[src/rtl/tomasula_types.sv]
// Shared types for the Tomasulo reservation stations:
// issue control word, operand entry and station state.
package tomasula_types;
   localparam int XLEN      = 32;
   localparam int ROB_TAG_W = 3;

   typedef enum logic [3:0] {
      OP_ADD, OP_SUB, OP_AND, OP_OR, OP_XOR,
      OP_SLL, OP_SRL, OP_SRA, OP_SLT, OP_SLTU
   } alu_op_t;

   typedef enum logic [1:0] {
      IDLE, WAIT, DISPATCH
   } rs_state_t;

   typedef struct packed {
      alu_op_t         op;
      logic [4:0]      src1_reg;
      logic            src1_valid;
      logic [4:0]      src2_reg;
      logic            src2_valid;
      logic [XLEN-1:0] src2_data;
      logic [2:0]      funct3;
      logic            funct7;
      logic [4:0]      rd;
      logic [XLEN-1:0] pc;
   } ctl_word_t;

   typedef struct packed {
      logic                 ready;
      logic [ROB_TAG_W-1:0] tag;
      logic [XLEN-1:0]      value;
   } opnd_t;
endpackage

[src/rtl/rs_operand_slot.sv]
// One reservation-station operand: issue-time source select
// (immediate / regfile / pending tag) plus CDB snoop.
module rs_operand_slot
   import tomasula_types::*;
(
   input  logic                 clk,
   input  logic                 rst,
   input  logic                 flush,
   input  logic                 capture,
   input  logic                 snoop,
   input  logic                 use_imm,
   input  logic [XLEN-1:0]      imm,
   input  logic                 rf_ready,
   input  logic [XLEN-1:0]      rf_data,
   input  logic [ROB_TAG_W-1:0] rf_tag,
   input  logic                 cdb_valid,
   input  logic [ROB_TAG_W-1:0] cdb_tag,
   input  logic [XLEN-1:0]      cdb_data,
   output opnd_t                entry,
   output logic                 ready_next
);
   opnd_t nxt;
   logic  hit;

   always_comb begin
      nxt = entry;
      if (capture) begin
         if (use_imm)
            nxt = '{ready: 1'b1, tag: '0, value: imm};
         else if (rf_ready)
            nxt = '{ready: 1'b1, tag: '0, value: rf_data};
         else
            nxt = '{ready: 1'b0, tag: rf_tag, value: '0};
      end
      // Same-cycle bypass at issue and snoop while waiting share one path
      hit = (capture || snoop) && cdb_valid &&
            !nxt.ready && (nxt.tag == cdb_tag);
      if (hit) begin
         nxt.ready = 1'b1;
         nxt.value = cdb_data;
      end
   end

   assign ready_next = nxt.ready;

   always_ff @(posedge clk) begin
      if (rst || flush)
         entry <= '0;
      else
         entry <= nxt;
   end
endmodule

[src/rtl/reservation_station.sv]
// Single-entry Tomasulo reservation station: holds one issued op
// until both operands are ready, then hands it to the ALU.
module reservation_station
   import tomasula_types::*;
(
   input  logic                 clk,
   input  logic                 rst,
   input  logic                 flush,
   input  logic                 load,
   input  ctl_word_t            control_i,
   input  logic [ROB_TAG_W-1:0] rob_tag_i,
   input  logic                 rf_src1_ready,
   input  logic [XLEN-1:0]      rf_src1_data,
   input  logic [ROB_TAG_W-1:0] rf_src1_tag,
   input  logic                 rf_src2_ready,
   input  logic [XLEN-1:0]      rf_src2_data,
   input  logic [ROB_TAG_W-1:0] rf_src2_tag,
   input  logic                 cdb_valid,
   input  logic [ROB_TAG_W-1:0] cdb_tag,
   input  logic [XLEN-1:0]      cdb_data,
   output logic                 empty,
   output logic                 alu_valid,
   input  logic                 alu_ready,
   output alu_op_t              alu_op,
   output logic [2:0]           alu_funct3,
   output logic                 alu_funct7,
   output logic [XLEN-1:0]      alu_vj,
   output logic [XLEN-1:0]      alu_vk,
   output logic [ROB_TAG_W-1:0] alu_tag
);
   rs_state_t            state, state_nxt;
   opnd_t                opj, opk;
   logic                 rdy_j, rdy_k;
   logic                 capture, snoop;
   alu_op_t              op_q;
   logic [2:0]           f3_q;
   logic                 f7_q;
   logic [ROB_TAG_W-1:0] tag_q;
   logic                 unused_ctl;

   assign capture = (state == IDLE) && load;
   assign snoop   = (state == WAIT);

   // Register names and rd are tracked by the ROB, not here
   assign unused_ctl = ^{control_i.src1_reg, control_i.src2_reg,
                         control_i.rd};

   rs_operand_slot u_slot_j (
      .clk        (clk),
      .rst        (rst),
      .flush      (flush),
      .capture    (capture),
      .snoop      (snoop),
      .use_imm    (!control_i.src1_valid),
      .imm        (control_i.pc),
      .rf_ready   (rf_src1_ready),
      .rf_data    (rf_src1_data),
      .rf_tag     (rf_src1_tag),
      .cdb_valid  (cdb_valid),
      .cdb_tag    (cdb_tag),
      .cdb_data   (cdb_data),
      .entry      (opj),
      .ready_next (rdy_j)
   );

   rs_operand_slot u_slot_k (
      .clk        (clk),
      .rst        (rst),
      .flush      (flush),
      .capture    (capture),
      .snoop      (snoop),
      .use_imm    (!control_i.src2_valid),
      .imm        (control_i.src2_data),
      .rf_ready   (rf_src2_ready),
      .rf_data    (rf_src2_data),
      .rf_tag     (rf_src2_tag),
      .cdb_valid  (cdb_valid),
      .cdb_tag    (cdb_tag),
      .cdb_data   (cdb_data),
      .entry      (opk),
      .ready_next (rdy_k)
   );

   always_comb begin
      state_nxt = state;
      unique case (state)
         IDLE:
            if (load)
               state_nxt = (rdy_j && rdy_k) ? DISPATCH : WAIT;
         WAIT:
            if (rdy_j && rdy_k)
               state_nxt = DISPATCH;
         DISPATCH:
            if (alu_ready)
               state_nxt = IDLE;
         default:
            state_nxt = IDLE;
      endcase
   end

   always_ff @(posedge clk) begin
      if (rst || flush) begin
         state <= IDLE;
         op_q  <= OP_ADD;
         f3_q  <= '0;
         f7_q  <= 1'b0;
         tag_q <= '0;
      end else begin
         state <= state_nxt;
         if (capture) begin
            op_q  <= control_i.op;
            f3_q  <= control_i.funct3;
            f7_q  <= control_i.funct7;
            tag_q <= rob_tag_i;
         end
      end
   end

   assign empty      = (state == IDLE);
   assign alu_valid  = (state == DISPATCH);
   assign alu_op     = op_q;
   assign alu_funct3 = f3_q;
   assign alu_funct7 = f7_q;
   assign alu_vj     = opj.value;
   assign alu_vk     = opk.value;
   assign alu_tag    = tag_q;
endmodule

[config.mk]
export PLATFORM = sky130hd
export DESIGN_NAME = reservation_station
export DESIGN_NICKNAME = d
export VERILOG_FILES = /design/src/rtl/tomasula_types.sv /design/src/rtl/rs_operand_slot.sv /design/src/rtl/reservation_station.sv
export SDC_FILE = /design/constraint.sdc
export NUM_CORES = 1
export LEC_CHECK = 0
export BUFFER_PORTS_ARGS = -buffer_cell sky130_fd_sc_hd__clkbuf_2
export CORE_AREA = 2 2 109 111
export CTS_BUF_LIST = sky130_fd_sc_hd__clkbuf_16
export DETAILED_ROUTE_END_ITERATION = 10
export DIE_AREA = 0 0 111 113
export PLACE_DENSITY = 0.81
export SYNTH_ARGS = -nofsm -noshare
export SYNTH_HDL_FRONTEND = slang
export SYNTH_SLANG_ARGS = --single-unit
export TNS_END_PERCENT = 30
[constraint.sdc]
create_clock -name clk -period 3.9 [get_ports clk]
set_clock_uncertainty 0.2 [all_clocks]
set_input_delay 0.78 -clock clk [delete_from_list [all_inputs] [get_ports clk]]
set_output_delay 0.78 -clock clk [all_outputs]
set_load 0.05 [all_outputs]
# Yosys cells after proc, flatten, opt, wreduce, memory -nomap -nowiden
# Index checks and enable logic that the tools add are counted.
# word_totals
mem_count	0
romBits	0
wordCells	48
ff_bits	85
output_inout_bits	77
latchBits	0
in_bits	205
ram_bits	0
# classes
magnitude_cmp	0
n_reduce_logical	15
bitwise	0
n_mul	0
addsub	0
div	0
mux	15
eq_ne	7
shifts	0
# op_table
operator	n
$mux W36	6
$mux W32	2
$mux W2	4
$logic_and A1 B1 Y1	7
$eq A3 B3 Y1	2
$pmux W2 S3	1
$ne A2 B2 Y1 const B	2
$reduce_bool A2 Y1	2
$reduce_and A3 Y1	1
$eq A2 B1 Y1 const B	1
$eq A2 B2 Y1 const B	1
$logic_not A1 Y1	2
$logic_not A2 Y1	1
$logic_or A1 B1 Y1	2
$mux W1	2
$ne A2 B1 Y1 const B	1

# Logic depth before layout (Yosys ltp)
# Gate-level depths: netlist (run 1).
# depth
depth_word	11
ltp_mapped	10
mapped_depth_nobuf	6

# Modules after synthesis
# From an unflattened synthesis (run 1), not the netlist that was laid out.
# hier_totals
cells_unflattened	645
area_unflattened_um2	5497.8
# modules_own_cells
module	instances	area_each_um2	cells_each	seq_area_each_um2
rs_operand_slot	2	2408.6	290	720.7
reservation_station	1	680.7	65	260.2

# Worst setup path after synthesis (run 1)
# OpenSTA, ideal clock, no wires.
# synth_timing
kind	input to register
startpoint	input port load
endpoint	register u_slot_j.entry[10] in the netlist's numbering
arrival_time_ps	2435
required_ps	3630
path_slack_ps	1195
path_buffers	4
stages	10
cell_sequence	nor3b_4 buf_6 mux2i_1 xnor2_1 nor4_2 buf_6 buf_8 buf_4 nand2_1 a21oi_1
# synth_via
elab_chain_len	6
word_cells_on_any_way	10
classes_between	1 x eq/ne; 2 x mux; 7 x reduce/logical
# synth_lines
element	line	rtl
start: declaration	reservation_station.sv:9	input logic load,
$logic_and A1 B1 Y1 *	reservation_station.sv:41	assign capture = (state == IDLE) && load;
parallel branches: the longest is 5 deep, another holds $mux W36	-	
end signal: assignment	rs_operand_slot.sv:50	entry <= nxt;
end: declaration	rs_operand_slot.sv:19	output opnd_t entry,
# Mark *: on every way between the ends. The select of a mux whose other input is x is not followed.
# A chain may end at the register's enable or synchronous reset.

# Worst setup path in the final report (run 1)
# layout_timing
startpoint	input port load
endpoint	register u_slot_j.entry[16] in the netlist's numbering
# The elaborated chain is that of the path after synthesis.

==> results of run 1 <==
==> path summary, 6_finish.rpt <==
check	cells after the start	from	to
min	2	alu_tag[0]	alu_tag[0]
max reg2reg	8	state[0]	u_slot_j.entry[16]
max	9	load	u_slot_j.entry[16]
min reg2reg	2	alu_tag[0]	alu_tag[0]
==> state kept, by name, indices dropped and copies added, names as in the netlist <==
name	count
alu_tag	3
alu_op	4
alu_funct3	3
u_slot_j.entry	36
state	2
u_slot_k.entry	36
alu_funct7	1
==> final cells by class <==
cell class	count	area share
tap	143	0.0302
multi-input combinational	406	0.387
timing repair buffer	280	0.245
clock inverter	7	0.0112
inverter	3	0.00190
sequential	85	0.287
clock buffer	9	0.0380
==> cells by family after synthesis <==
family | after synthesis | synth area share
mux | 6 | 0.0127
buf+inv | 122 | 0.161
flops | 85 | 0.359
simple gates | 248 | 0.248
compound gates | 145 | 0.206
xor+xnor | 7 | 0.0129
==> power by group <==
group	total [mW]	internal (mW)	switching, mW
registers	0.930	0.909	0.0215
logic	0.568	0.211	0.357
clock network	0.836	0.450	0.386
total	2.33	1.57	0.765
==> cells in the final DEF (no fill, tap or decap) <==
| cell | instances |
|---|---|
| clkbuf_2 | 266 |
| nand2_1 | 88 |
| dfxtp_1 | 85 |
| a21oi_1 | 77 |
| nor2_1 | 76 |
| or3_1 | 65 |
| a221oi_1 | 64 |
| buf_4 | 13 |
| clkbuf_16 | 9 |
| mux2i_1 | 6 |
| xnor2_1 | 6 |
| and3b_1 | 5 |
| nand3_1 | 3 |
| inv_1 | 3 |
| inv_8 | 3 |
| nand2b_1 | 2 |
| nor4_4 | 2 |
| and2_1 | 2 |
| o22ai_1 | 2 |
| inv_6 | 2 |
| clkinvlp_4 | 2 |
| and2b_1 | 1 |
| nor3b_4 | 1 |
| nand2_2 | 1 |
| or2_2 | 1 |
| o21ba_2 | 1 |
| xor2_1 | 1 |
| a31oi_1 | 1 |
| nor2b_1 | 1 |
| buf_12 | 1 |
==> metal layers <==
layer	track usage	vias up	share of wire
li1	-	2440	-
met1	0.283	2272	0.43
met2	0.397	198	0.49
met3	0.0487	23	0.067
met4	0.0733	0	0.019
met5	0	-	0
==> worst reg2reg max path, stage by stage (launching register included) <==
cell	delay, ns
dfxtp_1	0.37
nor3b_4	0.22
buf_4	0.40
mux2i_1	0.30
nand3_1	0.15
nor4_4	0.17
buf_4	0.50
or3_1	0.22
a21oi_1	0.06
==> stage by stage <==
| stage | cell area, sq um | power (mW) |
|---|---|---|
| detailed placement | 5630 | 1.52 |
| CTS | 5920 | 2.36 |
| floorplan | 4730 | 1.36 |
| global placement | 5630 | 1.51 |
| finish | 5920 | 2.33 |
| global route | 5920 | 2.45 |
==> run metrics, run 1 <==
Antenna diodes=0; area grow syn2layout=25.1%; yosys warns=0; pin count of the biggest net entering global routing=59; final worst path period need=2.91 ns; DRC viols=0; Setup CP Type=primary input to register; CP most frequent cell=buf_4; top cell type by total area after synthesis=dfxtp_1; layout cells sized above 1=0.382; Post-DRT Antenna Nets=0; Clk pin slew, worst setup/hold paths=0.07 ns; setup TNS=0 ns; Hold Path Class=register to register; vias post-DR=4933; Post-synth EDFFs=0; Mean Syn Cell Area=7.72 sq um; DR pass1 iterations=4; Placed Cells incl. Taps=917; top cell family by delay on the critical path=buffers and inverters; Post-Syn Area=4730 sq um; Area contributors post-synth=dfxtp_1, a221oi_1, buf_4; CTS Root Cell=clkbuf_16; Worst EP required=approximately 3.9 ns; Final HPWL DP=10700 um; Worst VDD drop=roughly 190 uV; Ports=282; Worst slew margin=0.352; core area=11300 sq um; P_leak=~2.8 nW; Setup crit end kind=register; Post-synth top flop=dfxtp_1; CTS resizes=0; critical-path cell list=clkbuf_2 > nor3b_4 > buf_4 > mux2i_1 > nand3_1 > nor4_4 > buf_4 > or3_1 > a21oi_1; die width=~110 um; H-tree levels=3; Crit-path slowest cell=buf_4; wirelength, routed=14500 um; Final setup viols=0; sequential area share after synthesis=0.359; syn nets=818; TritonCTS sink count=85; CP Launch Type=primary input; fraction of registers with async set/reset=0; worst-skew pair later-pin latency=0.33 ns; Clock Path Buffers=2; port bufs=266; Max stage delay on crit path=roughly 0.5 ns; cts hold-fix bufs=0; Reg2Reg Setup Slack=1.15 ns; GRT Total Usage=0.228; f_max=between 300 and 400 MHz; DR WL/cell=15.6 um; 1st-iter DRT viols=263; number of global-route vias before repair=4806; total of max-cap violations=0; Final Hold Vio Count=0; CTS tree=done; first-pass GRT wire length=23400 um; Chip Height=113 um; dpl ws=0.635 ns; GPL Wtd Cong=between 0.8 and 0.9; crit path buf inv count=3; period utilization=0.746; Min Hold Slack=0.257 ns; grt total ovfl=0; register bit total from synthesis=85; Pwr per Cell Area=between 300 and 400 nW/um^2; WP data arrival=2.89 ns; total CTS buffers=9; most instantiated cells after synthesis=nand2_1, dfxtp_1, a21oi_1, nor2_1; fill count=1120; Post-CTS Setup Inserts=0; most common cell in the netlist=nand2_1; RSZ-0062 raised after global routing=no; register area=1700 sq um; vias per inst=5.29; Final #Nets=990; Mapped Cells=613; row count=39; Final Max Tran Viols=0; Die ar.=12500 sq um; starting density of the core=0.420; initial antenna violation count=0; top-area cell type share of the netlist area=0.359; worst setup margin=~0.99 ns; status=finished clean; Finished Layout Cells=933; Core Util, Final=0.525; Cell variety after synth=28; Multi-input gate area=2290 sq um; CP Max Fanout=58; Worst Tran Pin Value=0.971 ns
(Power assumes the default switching activity.)
==> run 2, diff against run 1 <==
CORE_AREA = 2 2 110 112   (was 2 2 109 111)
DIE_AREA = 0 0 112 114   (was 0 0 111 113)
PLACE_DENSITY = 0.8   (was 0.81)
clock period = 3 ns   (was 3.9 ns; I/O delays follow)
==> run 2 against run 1 <==
  * Hold slack barely moved
  * Core utilization down 1.2 points
  * Critical path depth is 1 lower
  * Setup slack got worse by 0.51 ns
  * Count of clock-buffer cells in the layout unchanged
  * Sequential share of layout area fell by 0.45 points
  * Combinational power grew 32%
  * Cell count up 1.1%
  * Flip-flop and latch count is the same
  * Sequential power rose by 30%
  * Highest routed layer unchanged
==> run metrics, run 2 (synthesized netlist as in run 1, its figures left out) <==
Crit-path slowest cell=dfxtp_1; highest routed metal layer=met4; layout cells sized above 1=0.387 (+0.00466); most frequent cells in the layout=clkbuf_2, nand2_1, dfxtp_1; total CTS buffers=9 (unchanged); core area=11700 sq um (+3.9%); Antenna diodes=0 (unchanged); DR WL/cell=15.5 um (-0.54%); initial antenna violation count=0 (unchanged); register area=1700 sq um (unchanged); area grow syn2layout=27.1%; first-pass GRT wire length=22600 um (-3.5%); fill count=1193 (+6.5%); Pwr per Cell Area=511 nW/um^2 (+30%); grt total ovfl=0 (unchanged); total of max-cap violations=0 (unchanged); f_max=about 400 MHz; 1st-iter DRT viols=340 (+29%); DR WL met2=6990 um (-1.1%); cts hold-fix bufs=0 (unchanged); Worst slew margin=0.609 (+0.256); DR pass1 iterations=5 (+1); period utilization=0.840; Final #Nets=996 (+0.61%); TritonCTS sink count=85 (unchanged); Die ar.=12800 sq um (+1.8%); Finished Layout Cells=943 (+1.1%); Final Max Tran Viols=0 (unchanged); CP Max Fanout=28 (-52%); Placed Cells incl. Taps=927 (+1.1%); final worst path period need=about 2.5 ns; Clk pin slew, worst setup/hold paths=0.07 ns (about the same); Hold Path Class=register to register; port bufs=266 (unchanged); Worst Tran Pin Value=0.583 ns (-0.389 ns); vias per inst=5.29 (+0.12%); CP most frequent cell=buf_4; most common cell after layout, fill and taps aside=clkbuf_2; Final HPWL DP=10700 um (about the same); status=finished clean; wirelength, routed=14600 um (+0.52%); Worst VDD drop=299 uV (+61%); Setup crit end kind=register; metal3 WL=1110 um (+14%); Max stage delay on crit path=0.37 ns (-0.13 ns); CP Launch Type=register; critical-path cell list=nor3b_4 > buf_4 > mux2i_1 > xnor2_1 > nor4_4 > buf_4 > or3_1 > a21oi_1; die width=112 um (+0.90%); Final Hold Vio Count=0 (unchanged); total power=3.08 mW (+32%); DRC viols=0 (unchanged); RSZ-0062 raised after global routing=no; row count=40 (+2.6%); setup TNS=0 ns (unchanged); Chip Height=114 um (+0.88%); pin count of the biggest net entering global routing=77 (+31%); Post-CTS Setup Inserts=0 (unchanged); CTS resizes=0 (unchanged); starting density of the core=0.404 (-0.0158); P_leak=2.83 nW (+1.7%); WP data arrival=2.52 ns (-0.37 ns); worst-skew pair later-pin latency=0.33 ns (about the same); GPL Wtd Cong=0.849 (+3.4%); CTS tree=done; Clock Path Buffers=2 (unchanged); vias post-DR=4992 (+1.2%); Ports=282 (unchanged); Post-DRT Antenna Nets=0 (unchanged); GRT Total Usage=0.221 (-0.00648); wl on met1=6140 um (-1.0%); CTS Root Cell=clkbuf_16; H-tree levels=3 (unchanged); number of global-route vias before repair=4583 (-4.6%); Multi-input gate area=2290 sq um (unchanged); Worst EP required=3.00 ns (-0.88 ns); Final setup viols=0 (unchanged); Setup CP Type=register to register
-- run 2: cell types whose count changed in the layout (fill, tap and decap cells not counted), sizes merged --
| cell | change |
|---|---|
| buf | +6 |
| clkinv | +4 |
| inv | -4 |
| bufinv | +1 |
| clkinvlp | -1 |
-- run 2: worst paths after layout --
check	startpoint	cells after the start	slack (ns)	endpoint
hold reg to reg	alu_funct3[1]	2	0.26	alu_funct3[1]
hold / removal	alu_funct3[1]	2	0.26	alu_funct3[1]
setup reg to reg	state[0]	8	0.48	u_slot_j.entry[1]
setup / recovery	state[0]	8	0.48	u_slot_j.entry[1]
-- run 2: layout make-up --
| class | count | share of cell area |
|---|---|---|
| clock buffers | 9 | 0.0374 |
| inverters | 3 | 0.00187 |
| clock inverters | 7 | 0.0123 |
| flip-flops and latches | 85 | 0.283 |
| multi-input cells | 406 | 0.381 |
| repair buffers | 286 | 0.255 |
| well taps | 147 | 0.0306 |
-- run 2: stage by stage --
step | setup WS, ns | area (sq um) | util | hold slack [ns]
2_1_floorplan | 0.475 | 4730 | - | 0.243
4_1_cts | 0.485 | 6020 | 0.514 | 0.255
3_5_place_dp | 0.166 | 5720 | 0.488 | 0.246
6_report | 0.481 | 6020 | 0.514 | 0.256
5_1_grt | 0.317 | 6020 | 0.514 | 0.280
3_3_place_gp | 0.211 | 5720 | 0.488 | 0.242
-- run 2: layer usage --
layer  track usage  vias to the layer above
met5             0                        -
met4        0.0943                        0
met3        0.0430                       29
met2         0.381                      229
met1         0.272                     2285
li1              -                     2449
-- run 2: worst max-delay path, delay by kind of cell (launching register included) --
kind | cells | cell delay (ns)
multiplexers | 1 | 0.29
AO/OA/AOI/OAI | 1 | 0.07
XOR/XNOR | 1 | 0.14
buffers and inverters | 2 | 0.57
flip-flops | 1 | 0.37
AND/OR/NAND/NOR | 3 | 0.73
-- run 2: report_power, final --
group / internal [mW] / switching, mW
registers: 1.18 / 0.0276
clock network: 0.648 / 0.467
logic: 0.284 / 0.469
==> run 3, diff against run 2 <==
CORE_AREA = unset   (was 2 2 110 112)
CORE_MARGIN = 2   (was unset)
CORE_UTILIZATION = 40   (was unset)
DIE_AREA = unset   (was 0 0 112 114)
PLACE_DENSITY = 0.82   (was 0.8)
clock period = 2.2 ns   (was 3 ns; I/O delays follow)
==> run 3 against run 2 <==
  * The flow now finishes with violations (negative setup slack)
  * Sequential power increased by 36%
  * Core utilization increased by 3.7 points
  * Sequential share of layout area decreased by 1.3 points
  * First-iteration DRC count decreased by 4.1%
  * Via count increased by 1.1%
  * Final area increased by 5.0%
  * Register-to-register slack got worse by 0.64 ns
  * Combinational power increased by 45%
  * Cell count increased by 1.2%
  * Global-route usage increased by 0.11 points
  * Critical endpoint is now u_slot_k.entry[13]
  * Largest power group unchanged
  * Highest routed layer unchanged
==> run metrics, run 3 (synthesized netlist as in run 1, its figures left out) <==
status=finished with violations; violations in the final reports=negative setup slack; Setup crit end kind=register; Final Max Tran Viols=0 (unchanged); hold path start=rob_tag_i[0]; Post-DRT Antenna Nets=0 (unchanged); CP Max Fanout=64 (+130%); Hold Path Class=primary input to register; die width=113 um (+0.71%); Antenna diodes=0 (unchanged); RSZ-0062 raised after global routing=yes; Core Util, Final=0.551 (+0.0370); CTS Root Cell=clkbuf_16; first-pass GRT wire length=22900 um (+1.2%); wl on met1=6210 um (+1.1%); DR WL met2=7500 um (+7.3%); Multi-input gate area=2450 sq um (+7.0%); CTS tree=done; Chip Height=113 um (-1.1%); Placed Cells incl. Taps=935 (+0.86%); clock share of power=0.338 (-0.025); fill count=1099 (-7.9%); DRC viols=0 (unchanged); Reg2Reg Setup Slack=-0.16 ns (-0.64 ns); GRT Total Usage=0.223 (+0.00106); worst setup margin=-0.161 ns (-0.641 ns); pin count of the biggest net entering global routing=65 (-16%); area grow syn2layout=33.4%; Worst Tran Pin Value=0.506 ns (-0.0771 ns); period utilization=1.07 (+0.233); DR pass1 iterations=6 (+1); register area=1700 sq um (about the same); initial antenna violation count=0 (unchanged); P_leak=2.92 nW (+3.5%); total power=4.14 mW (+35%); most common cell after layout, fill and taps aside=clkbuf_2; number of global-route vias before repair=4652 (+1.5%); wirelength, routed=14900 um (+1.8%); Setup CP Type=register to register; Clock Path Buffers=2 (unchanged); sequential fraction of design power=0.399 (+0.006); f_max=424 MHz (+6.7%); row count=39 (-2.5%); final worst path period need=2.36 ns (-0.159 ns); Pwr per Cell Area=656 nW/um^2 (+28%); vias per inst=5.29 (-0.10%); Finished Layout Cells=954 (+1.2%); TritonCTS sink count=85 (unchanged); worst-skew pair later-pin latency=0.33 ns (about the same); starting density of the core=0.413 (+0.00860); CP Launch Type=register; core area=11500 sq um (-2.1%); sw frac=0.322 (+0.00889); Final HPWL DP=10900 um (+1.8%); most frequent cells in the layout=clkbuf_2, nand2_1, dfxtp_1; Die ar.=12700 sq um (-0.35%); placed cell area=5850 sq um (+2.4%); Ports=282 (unchanged); Final setup viols=67 (+67); DR WL/cell=15.6 um (+0.59%); CP startpoint=state[0]; Final Hold Vio Count=0 (unchanged); total of max-cap violations=0 (unchanged); WP data arrival=2.41 ns (-0.11 ns); Clk pin slew, worst setup/hold paths=0.06 ns (about the same); H-tree levels=3 (unchanged); metal3 WL=959 um (-14%); GPL Wtd Cong=0.849 (about the same); reg2reg start=state[0]; dpl ws=-0.378 ns (-0.544 ns); Worst EP required=2.25 ns (-0.75 ns); layout cells sized above 1=0.429 (+0.0422); combinational fraction of design power=0.263 (+0.019); highest routed metal layer=met4; Final Instance Area=6320 sq um (+5.0%); total CTS buffers=9 (unchanged); grt total ovfl=0 (unchanged); Int Power=2.81 mW (+33%); Worst VDD drop=333 uV (+12%); switching power=1.33 mW (+38%); Worst slew margin=0.663 (+0.0543); Final #Nets=1011 (+1.5%); port bufs=266 (unchanged); vias post-DR=5045 (+1.1%); 1st-iter DRT viols=326 (-4.1%)
[run 3: area by class of cell]
cell class	instances	area share
clock buffer	9	0.0357
tap	143	0.0283
timing repair buffer	301	0.268
sequential	85	0.270
inverter	3	0.00178
multi-input combinational	406	0.388
clock inverter	7	0.00832
[run 3: critical path: stages, from the launching register on]
cell and delay, ns:
dfxtp_2 0.33, nor3b_4 0.22, buf_12 0.19, mux2i_4 0.28, xnor2_2 0.16, nor4_4 0.06
clkbuf_16 0.23, or3_4 0.41, a21oi_1 0.15
[run 3: what timing repair did]
item	4_1_cts	5_1_grt
buffers inserted	1	1
pin swaps	24	9
hold buffers	0	0
setup endpoints to repair	67	68
cloned	0	1
gates resized for setup	8	20
[run 3: final timing paths]
check | endpoint | depth (start not counted)
worst max-delay path | u_slot_k.entry[13] | 8
worst min-delay path | alu_tag[0] | 3
worst min register to register | alu_op[0] | 2
worst max register to register | u_slot_k.entry[13] | 8
[run 3: metal layers]
| metal | up-vias | global-route usage |
|---|---|---|
| li1 | 2487 | - |
| met3 | 23 | 0.0321 |
| met1 | 2314 | 0.282 |
| met5 | - | 0 |
| met4 | 0 | 0.0780 |
| met2 | 221 | 0.387 |
[run 3: power groups by stage]
stage	logic, mW	registers (mW)	clock network (mW)
after floorplan	0.727	1.70	0
final	1.09	1.65	1.40
after global placement	1.04	1.68	0
after CTS	1.06	1.65	1.45
after detailed placement	1.05	1.68	0
after global routing	1.18	1.66	1.51
[run 3: per-stage QoR]
step / setup TNS (ns) / hold WS, ns
global route: -15.47 / 0.125
CTS: -7.35 / 0.112
detailed placement: -20.12 / 0.248
finish: -7.58 / 0.125
global placement: -17.23 / 0.243
floorplan: -7.73 / 0.243
